File: src/rtl/fir_bram_arbiter.sv
// fir_bram_arbiter: shares one single-port coefficient/data BRAM between the
// configuration path and the FIR engine. Round-robin with bounded bursts,
// one beat per cycle (including across owner switches), and one-cycle read
// returns routed back to the requester that issued them.
// Optional: define FIR_BRAM_ARB_ADDR_CHECK_EN to suppress BRAM access for
// misaligned/out-of-range beats, return 32'hDEADBEEF for them, and raise a
// sticky err_o.
module fir_bram_arbiter #(
    parameter int ADDR_WIDTH = 12,
    parameter int DATA_WIDTH = 32,
    parameter int DEPTH      = 11,
    parameter int MAX_BURST  = 4
) (
    input  logic                  CLK,
    input  logic                  RSTn,
    input  logic                  cfg_req,
    input  logic [3:0]            cfg_we,
    input  logic [ADDR_WIDTH-1:0] cfg_addr,
    input  logic [DATA_WIDTH-1:0] cfg_wdata,
    output logic                  cfg_gnt,
    output logic                  cfg_rvalid,
    output logic [DATA_WIDTH-1:0] cfg_rdata,
    input  logic                  eng_req,
    input  logic [3:0]            eng_we,
    input  logic [ADDR_WIDTH-1:0] eng_addr,
    input  logic [DATA_WIDTH-1:0] eng_wdata,
    output logic                  eng_gnt,
    output logic                  eng_rvalid,
    output logic [DATA_WIDTH-1:0] eng_rdata,
    input  logic                  eng_lock,
    output logic                  bram_en,
    output logic [3:0]            bram_we,
    output logic [ADDR_WIDTH-1:0] bram_a,
    output logic [DATA_WIDTH-1:0] bram_di,
    input  logic [DATA_WIDTH-1:0] bram_do
`ifdef FIR_BRAM_ARB_ADDR_CHECK_EN
    ,
    output logic                  err_o
`endif
);

    typedef enum logic [1:0] {IDLE, OWN_CFG, OWN_ENG} state_t;

    localparam logic [3:0] MAXB = 4'(MAX_BURST);

    state_t          state, state_nxt;
    logic            last_eng, last_nxt;   // last_owner: 0 = CFG, 1 = ENG
    logic [3:0]      burst_cnt, burst_nxt;
    logic            gnt_c, gnt_e;
    logic            cfg_el, eng_el;

    logic                  beat;
    logic                  bad;
    logic [3:0]            b_we;
    logic [ADDR_WIDTH-1:0] b_addr;
    logic [DATA_WIDTH-1:0] b_wdata;

    logic                  rd_pend, rd_eng;
    logic [DATA_WIDTH-1:0] ret_data;
    logic [DATA_WIDTH-1:0] cfg_rdata_q, eng_rdata_q;

    // eng_lock masks config eligibility so a running engine owns the BRAM
    assign cfg_el = cfg_req & ~eng_lock;
    assign eng_el = eng_req;

    // Next-state and grant: hand-over grants the other side in the same cycle
    always_comb begin
        state_nxt = state;
        last_nxt  = last_eng;
        burst_nxt = burst_cnt;
        gnt_c     = 1'b0;
        gnt_e     = 1'b0;
        unique case (state)
            IDLE: begin
                if (cfg_el && (!eng_el || last_eng)) begin
                    gnt_c     = 1'b1;
                    state_nxt = OWN_CFG;
                    burst_nxt = 4'd1;
                end else if (eng_el) begin
                    gnt_e     = 1'b1;
                    state_nxt = OWN_ENG;
                    burst_nxt = 4'd1;
                end
            end
            OWN_CFG: begin
                if (cfg_el && (burst_cnt < MAXB || !eng_el)) begin
                    gnt_c = 1'b1;
                    if (burst_cnt < MAXB) burst_nxt = burst_cnt + 4'd1;
                end else if (eng_el) begin
                    gnt_e     = 1'b1;
                    state_nxt = OWN_ENG;
                    last_nxt  = 1'b0;
                    burst_nxt = 4'd1;
                end else begin
                    state_nxt = IDLE;
                    burst_nxt = 4'd0;
                end
            end
            OWN_ENG: begin
                if (eng_el && (burst_cnt < MAXB || !cfg_el)) begin
                    gnt_e = 1'b1;
                    if (burst_cnt < MAXB) burst_nxt = burst_cnt + 4'd1;
                end else if (cfg_el) begin
                    gnt_c     = 1'b1;
                    state_nxt = OWN_CFG;
                    last_nxt  = 1'b1;
                    burst_nxt = 4'd1;
                end else begin
                    state_nxt = IDLE;
                    burst_nxt = 4'd0;
                end
            end
            default: state_nxt = IDLE;
        endcase
    end

    // Mux the granted requester onto the beat; grants are forced low in reset
    always_comb begin
        beat    = RSTn & (gnt_c | gnt_e);
        b_we    = gnt_e ? eng_we    : cfg_we;
        b_addr  = gnt_e ? eng_addr  : cfg_addr;
        b_wdata = gnt_e ? eng_wdata : cfg_wdata;
    end

`ifdef FIR_BRAM_ARB_ADDR_CHECK_EN
    localparam logic [ADDR_WIDTH-3:0] DEPTH_W = (ADDR_WIDTH-2)'(DEPTH);
    assign bad = (b_addr[1:0] != 2'b00) || (b_addr[ADDR_WIDTH-1:2] >= DEPTH_W);
`else
    assign bad = 1'b0;
`endif

    assign cfg_gnt = RSTn & gnt_c;
    assign eng_gnt = RSTn & gnt_e;
    assign bram_en = beat & ~bad;
    assign bram_we = bram_en ? b_we    : 4'b0;
    assign bram_a  = bram_en ? b_addr  : '0;
    assign bram_di = bram_en ? b_wdata : '0;

    // Arbiter state and read-return tracking
    always_ff @(posedge CLK or negedge RSTn) begin
        if (!RSTn) begin
            state     <= IDLE;
            last_eng  <= 1'b0;
            burst_cnt <= 4'd0;
            rd_pend   <= 1'b0;
            rd_eng    <= 1'b0;
        end else begin
            state     <= state_nxt;
            last_eng  <= last_nxt;
            burst_cnt <= burst_nxt;
            rd_pend   <= beat && (b_we == 4'b0);
            rd_eng    <= gnt_e;
        end
    end

`ifdef FIR_BRAM_ARB_ADDR_CHECK_EN
    logic rd_err;

    // Remember rejected reads so their return carries the poison word
    always_ff @(posedge CLK or negedge RSTn) begin
        if (!RSTn) begin
            rd_err <= 1'b0;
            err_o  <= 1'b0;
        end else begin
            rd_err <= bad;
            if (beat && bad) err_o <= 1'b1;
        end
    end

    assign ret_data = rd_err ? DATA_WIDTH'(32'hDEAD_BEEF) : bram_do;
`else
    assign ret_data = bram_do;
`endif

    assign cfg_rvalid = rd_pend & ~rd_eng;
    assign eng_rvalid = rd_pend &  rd_eng;
    assign cfg_rdata  = cfg_rvalid ? ret_data : cfg_rdata_q;
    assign eng_rdata  = eng_rvalid ? ret_data : eng_rdata_q;

    // Hold each requester's last returned word between its returns
    always_ff @(posedge CLK or negedge RSTn) begin
        if (!RSTn) begin
            cfg_rdata_q <= '0;
            eng_rdata_q <= '0;
        end else begin
            if (cfg_rvalid) cfg_rdata_q <= ret_data;
            if (eng_rvalid) eng_rdata_q <= ret_data;
        end
    end

endmodule

File: config.mk
export PLATFORM = sky130hd
export DESIGN_NAME = fir_bram_arbiter
export DESIGN_NICKNAME = d
export VERILOG_FILES = /design/src/rtl/fir_bram_arbiter.sv
export SDC_FILE = /design/constraint.sdc
export NUM_CORES = 1
export LEC_CHECK = 0
export ABC_AREA = 1
export CORE_MARGIN = 5
export CORE_UTILIZATION = 33
export CTS_CLUSTER_DIAMETER = 150
export CTS_CLUSTER_SIZE = 16
export DETAILED_ROUTE_END_ITERATION = 8
export HOLD_SLACK_MARGIN = 0.03
export PLACE_DENSITY = 0.78
export SLEW_MARGIN = 20
export SYNTH_ARGS = -nofsm -noshare
export SYNTH_HDL_FRONTEND = slang
export SYNTH_SLANG_ARGS = --single-unit
File: constraint.sdc
create_clock -name CLK -period 2.3 [get_ports CLK]
set_input_delay 0.69 -clock CLK [delete_from_list [all_inputs] [get_ports CLK]]
set_output_delay 0.69 -clock CLK [all_outputs]
set_load 0.005 [all_outputs]
# --- Word level (Yosys, flattened, before mapping) ---
# Cells that the tools add are included.
word_totals:
  out_inout_bits: 117
  ff_bits: 73
  elab_cells: 79
op_classes:
  bitwise: 9
  n_eq_ne: 7
  magnitude_cmp: 1
  addsub: 1
  muxes: 38
  n_reduce_logical: 16
ops:
  columns: ["cell", "count"]
  rows:
  - ["$mux 32", 4]
  - ["$mux 4", 7]
  - ["$mux 12", 2]
  - ["$mux 1", 15]
  - ["$pmux 4 s3", 1]
  - ["$mux 2", 5]
  - ["$ne 2x2->1 const B", 4]
  - ["$and 1x1->1", 6]
  - ["$pmux 1 s3", 2]
  - ["$pmux 2 s3", 1]
  - ["$reduce_and 5->1", 1]
  - ["$add 4x1->4 const B", 1]
  - ["$logic_and 1x1->1", 4]
  - ["$logic_not 4->1", 1]
  - ["$lt 4x3->1 const B", 1]
  - ["$logic_or 1x1->1", 3]
  - ["$ne 3x3->1 const B", 1]
  - ["$reduce_and 3->1", 1]
  - ["$reduce_bool 3->1", 1]
  - ["$eq 2x1->1 const B", 1]
  - ["$eq 2x2->1 const B", 1]
  - ["$logic_not 1->1", 2]
  - ["$logic_not 2->1", 1]
  - ["$not 1->1", 2]
  - ["other kinds (4)", 4]

# --- Depth between registers and ports, before layout ---
depth:
  word_depth: 10
  mapped_depth: 12
  mapped_depth_nobuf: 11

# --- Least setup slack after synthesis ---
# OpenSTA, ideal clock, no wires.
synth_timing:
  path_kind: "input port to output port"
  startpoint: "input cfg_req"
  endpoint: "output bram_di[10]"
  t_required_ns: 1.610
  path_buffers: 2
  t_arrival_ns: 1.653
  path_slack_ns: -0.043
  cell_stages: 12
  cell_sequence: "inv_2 > nor2_4 > nand2_1 > inv_1 > nand2_1 > nand3_1 > nand2_1 > nand2_2 > inv_2 > buf_6 > buf_6 > a21oi_2"
synth_between:
  elab_chain_cells: 9
synth_rtl:
  columns: ["element", "line", "rtl"]
  rows:
  - ["from (decl)", "16", "input logic cfg_req,"]
  - ["$and 1x1->1 (*)", "63", "assign cfg_el = cfg_req & ~eng_lock;"]
  - ["$logic_not 1->1", "100", "if (eng_el && (burst_cnt < MAXB || !cfg_el)) begin"]
  - ["$logic_or 1x1->1", "100", null]
  - ["$logic_and 1x1->1", "100", null]
  - ["$mux 1", "100", null]
  - ["$pmux 1 s3", "73", "unique case (state)"]
  - ["$or 1x1->1 (*)", "119", "beat = RSTn & (gnt_c | gnt_e);"]
  - ["$and 1x1->1 (*)", "119", null]
  - ["named net bram_en", "31", "output logic bram_en,"]
  - ["$mux 32 (*)", "137", "assign bram_di = bram_en ? b_wdata : '0;"]
  - ["to (decl)", "34", "output logic [DATA_WIDTH-1:0] bram_di,"]
# The timed path passes the listed nets; every way through them passes the cells marked *.

# --- Worst setup path in the final report ---
layout_timing:
  startpoint: "register state[1]"
  endpoint: "output bram_di[21]"
layout_between:
  elab_chain_cells: 5
layout_rtl:
  columns: ["element", "line", "rtl"]
  rows:
  - ["from (decl)", "46", "state_t state, state_nxt;"]
  - ["from (signal assigned)", "148", "state <= state_nxt;"]
  - ["$eq 2x2->1, or another cell as far along", "73", null]
  - ["$pmux 1 s3", "73", null]
  - ["$or 1x1->1", "119", null]
  - ["$and 1x1->1", "119", null]
  - ["$mux 32 (*)", "137", null]
# Every way passes the cells marked *; elsewhere a longest branch is shown, timed or not.

==> results_dict.tcl <==
set metrics [dict create \
    synth_top_family_by_area "simple AND/OR/NAND/NOR gates" \
    synth_simple_gate_area_share 0.214 \
    via_per_inst 4.91 \
    port_buffers 249 \
    area_growth_pct 136 \
    min_period_ns 2.85 \
    rsz0062_at_grt "true" \
    pin_count 250 \
    worstPathArrival_ns 2.16 \
    ys_seq_elements 73 \
    synth_compound_area_frac 0.186 \
    finalHoldViolCount 0 \
    cp_max_fo 8 \
    ys_types 23 \
    syn_area_sq_um 3780 \
    insertion_delay_ns 0.33 \
    place.gp.congestion 0.905 \
    syn-num-nets 633 \
    drtIter0Drc 294 \
    yosys.area_share.adder 0.0165 \
    layout.nets 1037 \
    p_sw_mw 4.22 \
    setup-violations-final 81 \
    combPwrFrac 0.678 \
    synth.avg_cell_area_sq_um 7.64 \
    drive_gt1_frac 0.558 \
    synthXorXnorAreaFrac 0 \
    grt_max_degree 74 \
    skew_ns 0.0101 \
    synth_ff_type "dfrtp_1" \
    wl_microns 19900 \
    setup_ws_ns -0.546 \
    die_h_microns 117 \
    cts_sinks 73 \
    htreeDepth 3 \
    period_share 1.24 \
    drt-pass1-iter-count 4 \
    cts_hold_buf 0 \
    avgRoutedWirePerCell_microns 19.0 \
    antenna_found_initial 0 \
    cts_root_buffer "clkbuf_16" \
    crit_family "buffers and inverters" \
    postRouteAntennaNets 0 \
    hold_slack_ns 0.476 \
    seq_area_frac_synth 0.483 \
    cts_buffer_depth 2 \
    post-route-drc-count 0 \
    core_area_sq_um 11300 \
    grt_pass1_wl_microns 26200 \
    hp-class "flip-flop to flip-flop" \
    dp_hpwl_microns 11300 \
    pre_cts_ws_ns -1.26 \
    r2r-start "state[1]" \
    synth.area.mux_share 0 \
    die_area_sq_um 13700 \
    cp_slowest_cell "dfrtp_1" \
    syn_inst 495 \
    p_leak_nw 4.33 \
    clockPowerShare 0.133 \
    mostFrequentLayoutCells "clkdlybuf4s50_1, buf_4, nand2_1" \
    numCtsBuffers 9 \
    grt_overflow 0 \
    grt_pass1_vias 5227 \
    yosysWarnings 0 \
    violations "setup timing" \
    critPathCaptureType "output pin" \
    power_density_nw_per_um2 1200 \
    cts_tree "done" \
    seqPwrFrac 0.189 \
    die_w_microns 117 \
    cp_slowest_stage_delay_ns 0.39 \
    final_area_sq_um 8930 \
    path_class "flip-flop to output pin" \
    outcome "complete, but fails checks" \
    setup.worst_path.start_class "flip-flop" \
    diodes 0 \
    fmaxAchievable_ghz 0.351 \
    track_usage 0.244 \
    via_count 5145 \
    internal_power_mw 6.46 \
    final_common_cell "clkdlybuf4s50_1" \
    power_switching_share 0.395 \
    max-vdd-ir-drop_mv 0.779 \
    async_reset_ff_frac 1.00 \
    rows 39 \
    crit_required_ns 1.61 \
    synth_edf_count 0 \
    drv_cap 0 \
    critPathLaunch "state[1]" \
    cts.reportedPaths.clkPinSlew_ns 0.06 \
    initial_core_util 0.334 \
    placed_area_sq_um 6990 \
    drv_slew 0 \
    worstMarginPinSlew_ns 0.909 \
    slew_headroom 0.394 \
    worst_hold_startpoint "cfg_rdata_q[30]" \
    critPathBufInv 7 \
    crit_path_cell_trace "inv_2 -> buf_12 -> ha_4 -> nand3_4 -> nand3_4 -> nand2_4 -> buf_6 -> clkinv_8 -> buf_12 -> buf_6 -> nand2_4 -> a21oi_4 -> buf_2" \
]
-- cells by family (layout without fill, tap and decap cells) --
kind of cell | Yosys count | after routing
AND/OR/NAND/NOR | 205 | 205
AO/OA/AOI/OAI | 124 | 124
adder cells (fa/ha/maj) | 5 | 5
buffers and inverters | 88 | 497
flip-flops | 73 | 73
-- final cells by class --
| cell class | count | area [sq um] |
|---|---|---|
| fillers | 671 | 2390 |
| multi-input cells | 334 | 2510 |
| inverters | 61 | 264 |
| repair buffers | 419 | 3830 |
| repair inverters | 1 | 11.3 |
| well taps | 143 | 179 |
| flip-flops and latches | 73 | 1830 |
| clock buffers | 10 | 239 |
| clock inverters | 6 | 65.1 |
-- layer usage --
layer  vias to the layer above  routed length (microns)  GRT usage
li1                       2389                        -          -
met1                      2483                     7360      0.303
met2                       219                    10500      0.408
met3                        54                     1450     0.0612
met4                         0                      573     0.0971
met5                         -                        0          0
-- path summary, 6_finish.rpt --
kind / endpoint / slack (ns) / depth (start not counted)
setup / recovery: bram_di[21] / -0.55 / 13
hold / removal: cfg_rdata_q[30] / 0.48 / 2
setup reg to reg: burst_cnt[0] / 0.20 / 15
hold reg to reg: cfg_rdata_q[30] / 0.48 / 2
max in group asynchronous: state[0] / 1.02 / 2
min in group asynchronous: eng_rdata_q[1] / 0.63 / 2
-- power by group through the flow --
stage          clock network, mW  logic (mW)  registers (mW)
6_report                    1.42        7.24            2.02
3_3_place_gp                   0        4.85            1.91
2_1_floorplan                  0        2.00            1.89
3_5_place_dp                   0        4.97            1.93
5_1_grt                     1.50        7.73            2.06
4_1_cts                     1.44        6.26            1.92
-- synth_stat cells, types with 3 or more instances --
library cell  number  area [sq um]
nand2_2            3          18.8
dfrtp_1           73          1830
buf_4              3          22.5
buf_2              7          35.0
o21ai_0           71           355
clkbuf_1          13          48.8
a21oi_2           20           175
ha_1               5          62.6
nand3_1           10          50.1
inv_1             56           210
inv_2              4          15.0
a21oi_1           28           140
buf_6              4          45.0
nand2_1          175           657
nor2_1            13          48.8
-- what timing repair did --
item,4_1_cts,5_1_grt
setup endpoints to repair,117,107
pin swaps,29,49
cloned,7,9
endpoints found under the hold margin,0,0
setup buffers,49,39
gates resized for setup,597,213
-- registers in the layout (all words and copies together), names as in the netlist --
register and count:
cfg_rdata_q 32, eng_rdata_q 32, burst_cnt 4, state 2
last_eng 1, rd_eng 1, rd_pend 1
-- worst reg2reg max path: cells and delay by family, from the launching register on --
| kind | cells | cell delay, ns |
|---|---|---|
| simple gates | 3 | 0.20 |
| buf+inv | 9 | 1.09 |
| flops | 1 | 0.39 |
| fa+ha+maj | 1 | 0.17 |
| compound gates | 2 | 0.15 |
-- stage by stage --
| step | setup TNS, ns | power, mW | cells | util |
|---|---|---|---|---|
| detailed placement | -84.58 | 6.90 | 943 | 0.618 |
| finish | -23.27 | 10.7 | 1047 | 0.788 |
| floorplan | -0.685 | 3.89 | 495 | - |
| global route | -29.45 | 11.3 | 1047 | 0.788 |
| global placement | -82.03 | 6.76 | 943 | 0.618 |
| CTS | -21.72 | 9.62 | 1013 | 0.724 |
No activity file was read; power rests on OpenSTA's default activity.
